## src/rtl/vga_pkg.sv

```systemverilog
// Shared VGA constants: 640x480 raster timing, coordinate/colour widths and palette.
package vga_pkg;

  localparam int unsigned WIDTH   = 640;
  localparam int unsigned HEIGHT  = 480;
  localparam int unsigned H_FRONT = 16;
  localparam int unsigned H_SYNC  = 96;
  localparam int unsigned H_BACK  = 48;
  localparam int unsigned H_TOTAL = WIDTH + H_FRONT + H_SYNC + H_BACK;
  localparam int unsigned V_FRONT = 10;
  localparam int unsigned V_SYNC  = 2;
  localparam int unsigned V_BACK  = 33;
  localparam int unsigned V_TOTAL = HEIGHT + V_FRONT + V_SYNC + V_BACK;

  localparam int unsigned COLOR_W = 3;
  localparam int unsigned COORD_W = 12;

  typedef logic [COORD_W-1:0] coord_t;
  typedef logic [COLOR_W-1:0] color_t;

  typedef struct packed {
    color_t r;
    color_t g;
    color_t b;
  } rgb_t;

  localparam rgb_t C_BLACK  = '{r: 3'b000, g: 3'b000, b: 3'b000};
  localparam rgb_t C_DIM    = '{r: 3'b010, g: 3'b010, b: 3'b010};
  localparam rgb_t C_YELLOW = '{r: 3'b111, g: 3'b111, b: 3'b000};

  typedef enum logic {
    DirPos = 1'b0,
    DirNeg = 1'b1
  } dir_t;

  // Half-open span test: lo <= v < lo + len, all in coordinate width.
  function automatic logic in_span(coord_t v, coord_t lo, coord_t len);
    return (v >= lo) && (v < coord_t'(lo + len));
  endfunction

endpackage

```

## src/rtl/vga_axis_bounce.sv

```systemverilog
// One axis of the bouncing box: position walks by SPEED per step and reflects at 0 and LIMIT.
module vga_axis_bounce
  import vga_pkg::*;
#(
  parameter int unsigned LIMIT = 608,
  parameter int unsigned SPEED = 2
) (
  input  logic               i_Clk,
  input  logic               i_Reset,
  input  logic               i_step,
  output logic [COORD_W-1:0] o_pos,
  output logic               o_dir
);

  localparam coord_t LimitC = COORD_W'(LIMIT);
  localparam coord_t SpeedC = COORD_W'(SPEED);

  coord_t pos;
  dir_t   dir;

  // Edge hits clamp exactly onto the boundary so pos never leaves [0, LIMIT].
  always_ff @(posedge i_Clk) begin
    if (i_Reset) begin
      pos <= '0;
      dir <= DirPos;
    end else if (i_step) begin
      unique case (dir)
        DirPos: begin
          if (coord_t'(pos + SpeedC) >= LimitC) begin
            pos <= LimitC;
            dir <= DirNeg;
          end else begin
            pos <= pos + SpeedC;
          end
        end
        DirNeg: begin
          if (pos <= SpeedC) begin
            pos <= '0;
            dir <= DirPos;
          end else begin
            pos <= pos - SpeedC;
          end
        end
      endcase
    end
  end

  assign o_pos = pos;
  assign o_dir = (dir == DirNeg);

endmodule

```

## src/rtl/vga_bounce_box.sv

```systemverilog
// Pixel-colour stage: bouncing yellow box over a dim checkerboard, syncs re-aligned to RGB.
module vga_bounce_box #(
  parameter int unsigned WIDTH  = vga_pkg::WIDTH,
  parameter int unsigned HEIGHT = vga_pkg::HEIGHT,
  parameter int unsigned BOX    = 32,
  parameter int unsigned SPEED  = 2,
  parameter int unsigned CHK    = 5
) (
  input  logic        i_Clk,
  input  logic        i_Reset,
  input  logic        i_HSync,
  input  logic        i_VSync,
  input  logic        i_valid,
  input  logic [11:0] i_x,
  input  logic [11:0] i_y,
  input  logic        i_Enable,
  output logic        o_HSync,
  output logic        o_VSync,
  output logic [2:0]  o_R,
  output logic [2:0]  o_G,
  output logic [2:0]  o_B
);

  import vga_pkg::*;

  localparam coord_t BoxC = COORD_W'(BOX);

  coord_t     x1, y1;
  logic       vsync_prev;
  logic       tick, step;
  coord_t     bx, by;
  logic [1:0] dir_unused;  // directions are internal to each axis
  rgb_t       pix_d, pix_q;
  logic       hsync_q, vsync_q;

  // Frame tick on the VSync falling edge; positions only move during vertical blanking.
  assign tick = vsync_prev & ~i_VSync;
  assign step = tick & i_Enable;

  vga_axis_bounce #(
    .LIMIT(WIDTH - BOX),
    .SPEED(SPEED)
  ) u_axis_x (
    .i_Clk  (i_Clk),
    .i_Reset(i_Reset),
    .i_step (step),
    .o_pos  (bx),
    .o_dir  (dir_unused[0])
  );

  vga_axis_bounce #(
    .LIMIT(HEIGHT - BOX),
    .SPEED(SPEED)
  ) u_axis_y (
    .i_Clk  (i_Clk),
    .i_Reset(i_Reset),
    .i_step (step),
    .o_pos  (by),
    .o_dir  (dir_unused[1])
  );

  always_comb begin
    pix_d = C_BLACK;
    if (!i_valid) begin
      pix_d = C_BLACK;
    end else if (in_span(x1, bx, BoxC) && in_span(y1, by, BoxC)) begin
      pix_d = C_YELLOW;
    end else if (x1[CHK] ^ y1[CHK]) begin
      pix_d = C_DIM;
    end
  end

  always_ff @(posedge i_Clk) begin
    if (i_Reset) begin
      x1         <= '0;
      y1         <= '0;
      vsync_prev <= 1'b1;
      hsync_q    <= 1'b1;
      vsync_q    <= 1'b1;
      pix_q      <= C_BLACK;
    end else begin
      x1         <= i_x;
      y1         <= i_y;
      vsync_prev <= i_VSync;
      hsync_q    <= i_HSync;
      vsync_q    <= i_VSync;
      pix_q      <= pix_d;
    end
  end

  assign o_HSync = hsync_q;
  assign o_VSync = vsync_q;
  assign o_R     = pix_q.r;
  assign o_G     = pix_q.g;
  assign o_B     = pix_q.b;

endmodule

```

## config.mk

```make
export PLATFORM = sky130hd
export DESIGN_NAME = vga_bounce_box
export DESIGN_NICKNAME = d
export VERILOG_FILES = /design/src/rtl/vga_pkg.sv /design/src/rtl/vga_axis_bounce.sv /design/src/rtl/vga_bounce_box.sv
export SDC_FILE = /design/constraint.sdc
export NUM_CORES = 1
export LEC_CHECK = 0
export CAP_MARGIN = 20
export CORE_ASPECT_RATIO = 0.9
export CORE_MARGIN = 4
export CORE_UTILIZATION = 55
export CTS_CLUSTER_DIAMETER = 100
export CTS_CLUSTER_SIZE = 24
export DETAILED_ROUTE_END_ITERATION = 7
export GPL_TIMING_DRIVEN = 0
export PLACE_DENSITY_LB_ADDON = 0.08
export SLEW_MARGIN = 20
export SYNTH_ARGS = -nofsm -noshare
export SYNTH_HDL_FRONTEND = slang
export SYNTH_HIERARCHICAL = 1
export SYNTH_SLANG_ARGS = --single-unit
```

## constraint.sdc

```tcl
create_clock -name i_Clk -period 4.9 [get_ports i_Clk]
set_input_delay 0.735 -clock i_Clk [delete_from_list [all_inputs] [get_ports i_Clk]]
set_output_delay 0.735 -clock i_Clk [all_outputs]
set_load 0.05 [all_outputs]
```

==> results of run 1 <==
[worst paths after layout]
path,end,depth (start not counted),startpoint
worst max-delay path,u_axis_x/o_pos[8],7,i_VSync
worst min-delay path,u_axis_y/o_pos[11],2,u_axis_y/o_pos[11]
worst max register to register,o_B[1],9,u_axis_y/o_pos[5]
worst min register to register,u_axis_y/o_pos[11],2,u_axis_y/o_pos[11]
[kinds of logic after synthesis]
family / Yosys count / share of synthesized area, %
other: 3 / 0.271
AND/OR/NAND/NOR: 186 / 25.7
flip-flops: 53 / 25.5
buffers and inverters: 68 / 7.91
AO/OA/AOI/OAI: 114 / 20.0
adder cells (fa/ha/maj): 46 / 13.8
XOR/XNOR: 26 / 5.66
multiplexers: 4 / 1.17
[area by class of cell]
cell class / count / area (sq um) / share of cell area, %
plain buffers: 33 / 198 / 4.15
inverters: 35 / 131 / 2.76
flip-flops and latches: 53 / 1060 / 22.3
repair buffers: 38 / 380 / 7.99
well taps: 93 / 116 / 2.44
clock buffers: 5 / 68.8 / 1.44
multi-input cells: 380 / 2770 / 58.2
clock inverters: 2 / 35.0 / 0.735
[metrics by stage]
| step | cell area [sq um] | utilization (%) | setup WS [ns] | hold slack [ns] |
|---|---|---|---|---|
| after floorplan | 4160 | - | 2.62 | 0.504 |
| after global placement | 4660 | 64.9 | 1.97 | 0.603 |
| after detailed placement | 4660 | 64.9 | 2.02 | 0.618 |
| after CTS | 4760 | 66.3 | 2.29 | 0.636 |
| after global routing | 4760 | 66.3 | 2.06 | 0.691 |
| final | 4760 | 66.3 | 2.27 | 0.640 |
[Yosys cell counts, drive strengths merged (4+ instances only)]
master,instances,area share (%)
inv,35,3.2
a21o,8,1.4
nand2,32,2.9
nor2,27,2.4
a21oi,31,3.7
or4,4,0.81
or3,7,1.2
and3,8,1.2
nor2b,28,4.2
xnor2,15,3.2
clkbuf,9,0.90
xor2,11,2.5
o21a,4,0.72
nand2b,5,0.75
nor3,21,2.9
nor4,5,1.5
ha,46,14
a221oi,5,1.4
a311oi,4,0.84
o211ai,6,1.1
nor3b,4,0.72
mux2,4,1.2
dfxtp,53,26
nand3,22,2.9
buf,24,3.9
o21ai,19,2.3
nand4,7,1.1
or2,4,0.60
a211oi,5,1.0
nand4b,6,1.3
[worst min-delay path, cell delays in order, from the launching register on]
cell and delay [ns]:
dfxtp_1 0.41, o21ai_0 0.12, a21oi_1 0.07
[state kept, by name, indices dropped and copies added (netlist names), 2 cells and up]
register,cells
u_axis_x/o_pos,11
o_R,2
x1,12
y1,12
u_axis_y/o_pos,11
[power breakdown]
group	leakage (nW)	switching, mW	internal (mW)
clock network	0.0540	0.151	0.149
registers	0.436	0.0223	0.451
logic	1.40	0.146	0.127
[layer usage]
layer  GRT usage [%]  vias to the layer above  share of wire [%]
met3            3.09                       18                4.9
met1            27.5                     1801                 44
met2            37.5                      102                 49
met4            8.42                        0                2.0
met5               0                        -                  0
li1                -                     1880                  -
==> metrics.md, run 1 <==
| Metric | Value |
|---|---|
| Outcome | `finished clean` |
| Share of layout cells above drive strength 1 | `10.8%` |
| Post-synth EDFFs | `0` |
| Critical path's slowest cell | `nor2_1` |
| CTS Buf Count | `5` |
| RSZ-0062 raised after global routing | `no` |
| Final Power | `1.05 mW` |
| Die X | `99.7 microns` |
| Pwr per Cell Area | `219 nW/um^2` |
| DRT Wirelength | `9.95 mm` |
| Largest net degree at the start of global routing | `18` |
| Crit path capture type | `register` |
| Fin cells | `639` |
| Layout Nets | `622` |
| Delay-heaviest family, CP | `simple AND/OR/NAND/NOR gates` |
| Vias/cell | `5.95` |
| Starting DRT DRC Count | `188` |
| Crit-path max cell delay | `0.76 ns` |
| Total number of vias | `3801` |
| Crit share post-route | `53.6%` |
| Final Hold Fails | `0` |
| Post-CTS setup buffer count | `0` |
| Placed cell count | `632` |
| Number of global-route vias before repair | `3663` |
| Initial core utilization | `57.9%` |
| Most common cell after layout, fill and taps aside | `dfxtp_1` |
| Cell count after synthesis | `500` |
| # Max-Cap Violations | `0` |
| CTS tree | `built` |
| Clock sink count | `53` |
| Synth Cell Area | `4160 sq um` |
| Final setup fails | `0` |
| ANT cells | `0` |
| First-pass GRT wire length | `16.6 mm` |
| Predominant post-synthesis flop cell | `dfxtp_1` |
| Clock Latency Late Sink | `0.32 ns` |
| Synth unique cells | `72` |
| Worst clock skew | `0.00804 ns` |
| Setup_tns | `0 ns` |
| # fillers | `615` |
| CP bufs+invs | `3` |
| Grt total ovfl | `0` |
| First-pass iteration count of the detailed router | `5` |
| Initial antenna violation count | `0` |
| Max-slew headroom | `36.6%` |
| Max VDD drop | `0.129 mV` |
| Total Routing Usage GR | `21.9%` |
| Synthesized flop and latch total | `53` |
| Worst path required time | `5.14 ns` |
| Syn Area/Cell | `8.32 sq um` |
| DIE AREA | `9020 sq um` |
| Clock root cell | `clkbuf_8` |
| Core area | `7180 sq um` |
| Ys Warns | `6` |
| Data arrival time of the critical path | `2.87 ns` |
| Top-Level Pins | `41` |
| CTS Buffer Depth | `2` |
| Post-cts sizing count | `0` |
| Number of port buffers | `38` |
| # rows | `29` |
| CP Max Fanout | `14` |
| Most frequent cells in the layout | `dfxtp_1 (53), ha_1 (46), clkdlybuf4s50_1 (38), inv_1 (35), nand2_1 (32)` |
| Post-detail-place hpwl | `7.53 mm` |
| Clock H-tree levels | `2` |
| Hold-fix buffers, CTS | `0` |
| Fin. max-slew vios | `0` |
| GPL Wtd Cong | `0.870` |
| Die height | `90.5 microns` |
| Max Freq | `380 MHz` |
| Min-Delay Path Class | `register to register` |
| Post-synthesis sequential area ratio | `25.5%` |
| DRC viols | `0` |
| Remaining antenna violation count | `0` |
| Area growth, synth to finish | `14.5%` |
| Clk slew on worst S/H paths | `0.09 ns` |
| Startpoint Class | `input pin` |
| Lkg Pwr | `1.89 nW` |
| Crit path time final | `2.63 ns` |
| Worst reg2reg setup slack | `2.29 ns` |
| Kind of critical path | `input pin to register` |
| Sequence of cells on the critical path | `clkdlybuf4s50_1 -> nor2_1 -> inv_1 -> clkbuf_4 -> nor4b_1 -> o21ai_0 -> a21oi_1` |
| Average routed wire per standard cell | `15.6 microns` |
| Asr flop ratio synth | `0%` |
| Slew @ Worst Pin | `0.947 ns` |
No activity file was read; power rests on OpenSTA's default activity.
==> inputs of run 2 (changes only) <==
--- a/config.mk
+++ b/config.mk
@@ -8,7 +8,7 @@
 export CAP_MARGIN = 20
 export CORE_ASPECT_RATIO = 0.9
 export CORE_MARGIN = 4
-export CORE_UTILIZATION = 55
+export CORE_UTILIZATION = 53
 export CTS_CLUSTER_DIAMETER = 100
 export CTS_CLUSTER_SIZE = 24
 export DETAILED_ROUTE_END_ITERATION = 7
==> constraint.sdc (replaced) <==
create_clock -name i_Clk -period 2.2 [get_ports i_Clk]
set_input_delay 0.33 -clock i_Clk [delete_from_list [all_inputs] [get_ports i_Clk]]
set_output_delay 0.33 -clock i_Clk [all_outputs]
set_load 0.05 [all_outputs]
==> metrics.md, run 2 (synthesis gave the netlist of run 1 again) <==
| Metric | Value |
|---|---|
| # rows | `30` |
| Final setup fails | `2` |
| Crit path time final | `2.29 ns` |
| RSZ-0062 raised after global routing | `yes` |
| Sw Pwr | `0.742 mW` |
| Initial antenna violation count | `0` |
| Logic gate share of total power | `28.8%` |
| Total number of vias | `3939` |
| ANT cells | `0` |
| Most frequent cells in the layout | `ha_1 (40), dfxtp_1 (40), clkdlybuf4s50_1 (38), inv_1 (34), a21oi_1 (31)` |
| Clock root cell | `clkbuf_8` |
| Min-Delay Path Class | `input pin to register` |
| Crit path from | `u_axis_y/o_pos[5]` |
| Initial core utilization | `54.9%` |
| Clock Latency Late Sink | `0.31 ns` |
| Outcome | `complete, but fails checks` |
| Max VDD drop | `0.275 mV` |
| Total Routing Usage GR | `22.8%` |
| Max Freq | `437 MHz` |
| Hold-fix buffers, CTS | `0` |
| R2r startpoint | `u_axis_y/o_pos[5]` |
| Top-Level Pins | `41` |
| Worst path required time | `2.40 ns` |
| Worst clock skew | `0.00806 ns` |
| First-pass iteration count of the detailed router | `4` |
| Grt total ovfl | `0` |
| Number of port buffers | `38` |
| Largest net degree at the start of global routing | `18` |
| Net Sw Frac | `30.9%` |
| Number of global-route vias before repair | `3819` |
| DRC viols | `0` |
| Crit share post-route | `104%` |
| Slew @ Worst Pin | `0.799 ns` |
| Lkg Pwr | `2.00 nW` |
| Max-slew headroom | `46.6%` |
| Failing checks | `setup timing` |
| Placed cell count | `635` |
| Layout Nets | `640` |
| Worst reg2reg setup slack | `-0.09 ns` |
| Clock sink count | `53` |
| Pwr per Cell Area | `466 nW/um^2` |
| Clock Power Share | `27.7%` |
| Fin area | `5160 sq um` |
| Vias/cell | `5.97` |
| Kind of critical path | `register to register` |
| Fin. max-slew vios | `0` |
| P_int | `1.66 mW` |
| # Max-Cap Violations | `0` |
| Die X | `101 microns` |
| Final Hold Fails | `0` |
| Remaining antenna violation count | `0` |
| Largest regs | `x1: 12 flops, y1: 12 flops` |
| Data arrival time of the critical path | `2.49 ns` |
| Clock H-tree levels | `2` |
| Setup_tns | `-0.130 ns` |
| Starting DRT DRC Count | `132` |
| DRT Wirelength | `10.8 mm` |
| Average routed wire per standard cell | `16.3 microns` |
| Die height | `92.0 microns` |
| CTS Buf Count | `5` |
| DIE AREA | `9330 sq um` |
| Fin cells | `660` |
| Sequential Power Share | `43.5%` |
| CP Max Fanout | `2` |
| Clk slew on worst S/H paths | `0.10 ns` |
| Core area | `7580 sq um` |
| First-pass GRT wire length | `17.4 mm` |
| Area growth, synth to finish | `24.0%` |
| Placement-stage cell area | `4670 sq um` |
| CTS Buffer Depth | `2` |
| Startpoint Class | `register` |
| Hold path start | `i_y[4]` |
| Post-detail-place hpwl | `7.62 mm` |
| GPL Wtd Cong | `0.899` |
| Share of layout cells above drive strength 1 | `21.5%` |
| Worst setup margin | `-0.0870 ns` |
| Crit path capture type | `register` |
| CTS tree | `built` |
==> run 2: cell types whose count changed in the layout (fill, tap and decap cells not counted), sizes merged <==
| cell | change |
|---|---|
| buf | +15 |
| clkbuf | +3 |
==> run 2: final timing paths <==
kind | end | cells past startpoint
worst max register to register | o_B[1] | 9
worst min-delay path | y1[4] | 2
worst max-delay path | o_B[1] | 9
worst min register to register | u_axis_y/o_pos[1] | 2
==> run 2: metal layers <==
layer / part of all wire, % / vias to the layer above / track usage, %
met4: 2.7 / 0 / 8.42
li1: - / 1910 / -
met5: 0 / - / 0
met2: 51 / 121 / 39.9
met3: 5.3 / 26 / 3.35
met1: 41 / 1882 / 27.9
==> run 2: power by group through the flow <==
stage	combinational, mW	sequential [mW]	clock, mW
after global placement	0.581	1.08	0
after floorplan	0.422	1.08	0
after global routing	0.764	1.05	0.724
after detailed placement	0.600	1.08	0
final	0.692	1.04	0.664
after CTS	0.658	1.05	0.689
==> run 2: area by class of cell <==
| cell class | count | area (sq um) |
|---|---|---|
| multi-input cells | 380 | 2970 |
| fillers | 629 | 2430 |
| flip-flops and latches | 53 | 1100 |
| repair buffers | 56 | 515 |
| plain buffers | 33 | 211 |
| inverters | 35 | 131 |
| well taps | 96 | 120 |
| clock buffers | 5 | 68.8 |
| clock inverters | 2 | 35.0 |
==> run 2: what timing repair did <==
action,in CTS,in global routing
buffers inserted,14,4
pin swaps,10,11
setup endpoints to repair,21,19
hold endpoints to repair,0,0
resized for setup,32,28
==> run 2: critical path: stages, from the launching register on <==
cell and delay [ns]:
dfxtp_4 0.37, ha_4 0.16, and3_4 0.16, xnor2_2 0.12, ha_1 0.31, a21o_1 0.16
a21o_1 0.17, a22oi_1 0.16, nand4b_1 0.17, o311a_1 0.38
==> run 2: through the flow <==
stage          worst slack [ns]  power, mW  utilization, %  hold slack [ns]
6_report                -0.0870       2.40            68.0            0.557
4_1_cts                 -0.0296       2.39            65.8            0.550
2_1_floorplan          0.000837       1.50               -            0.395
3_5_place_dp             -0.353       1.68            61.6            0.602
3_3_place_gp             -0.330       1.66            61.6            0.587
5_1_grt                  -0.142       2.54            68.0            0.545
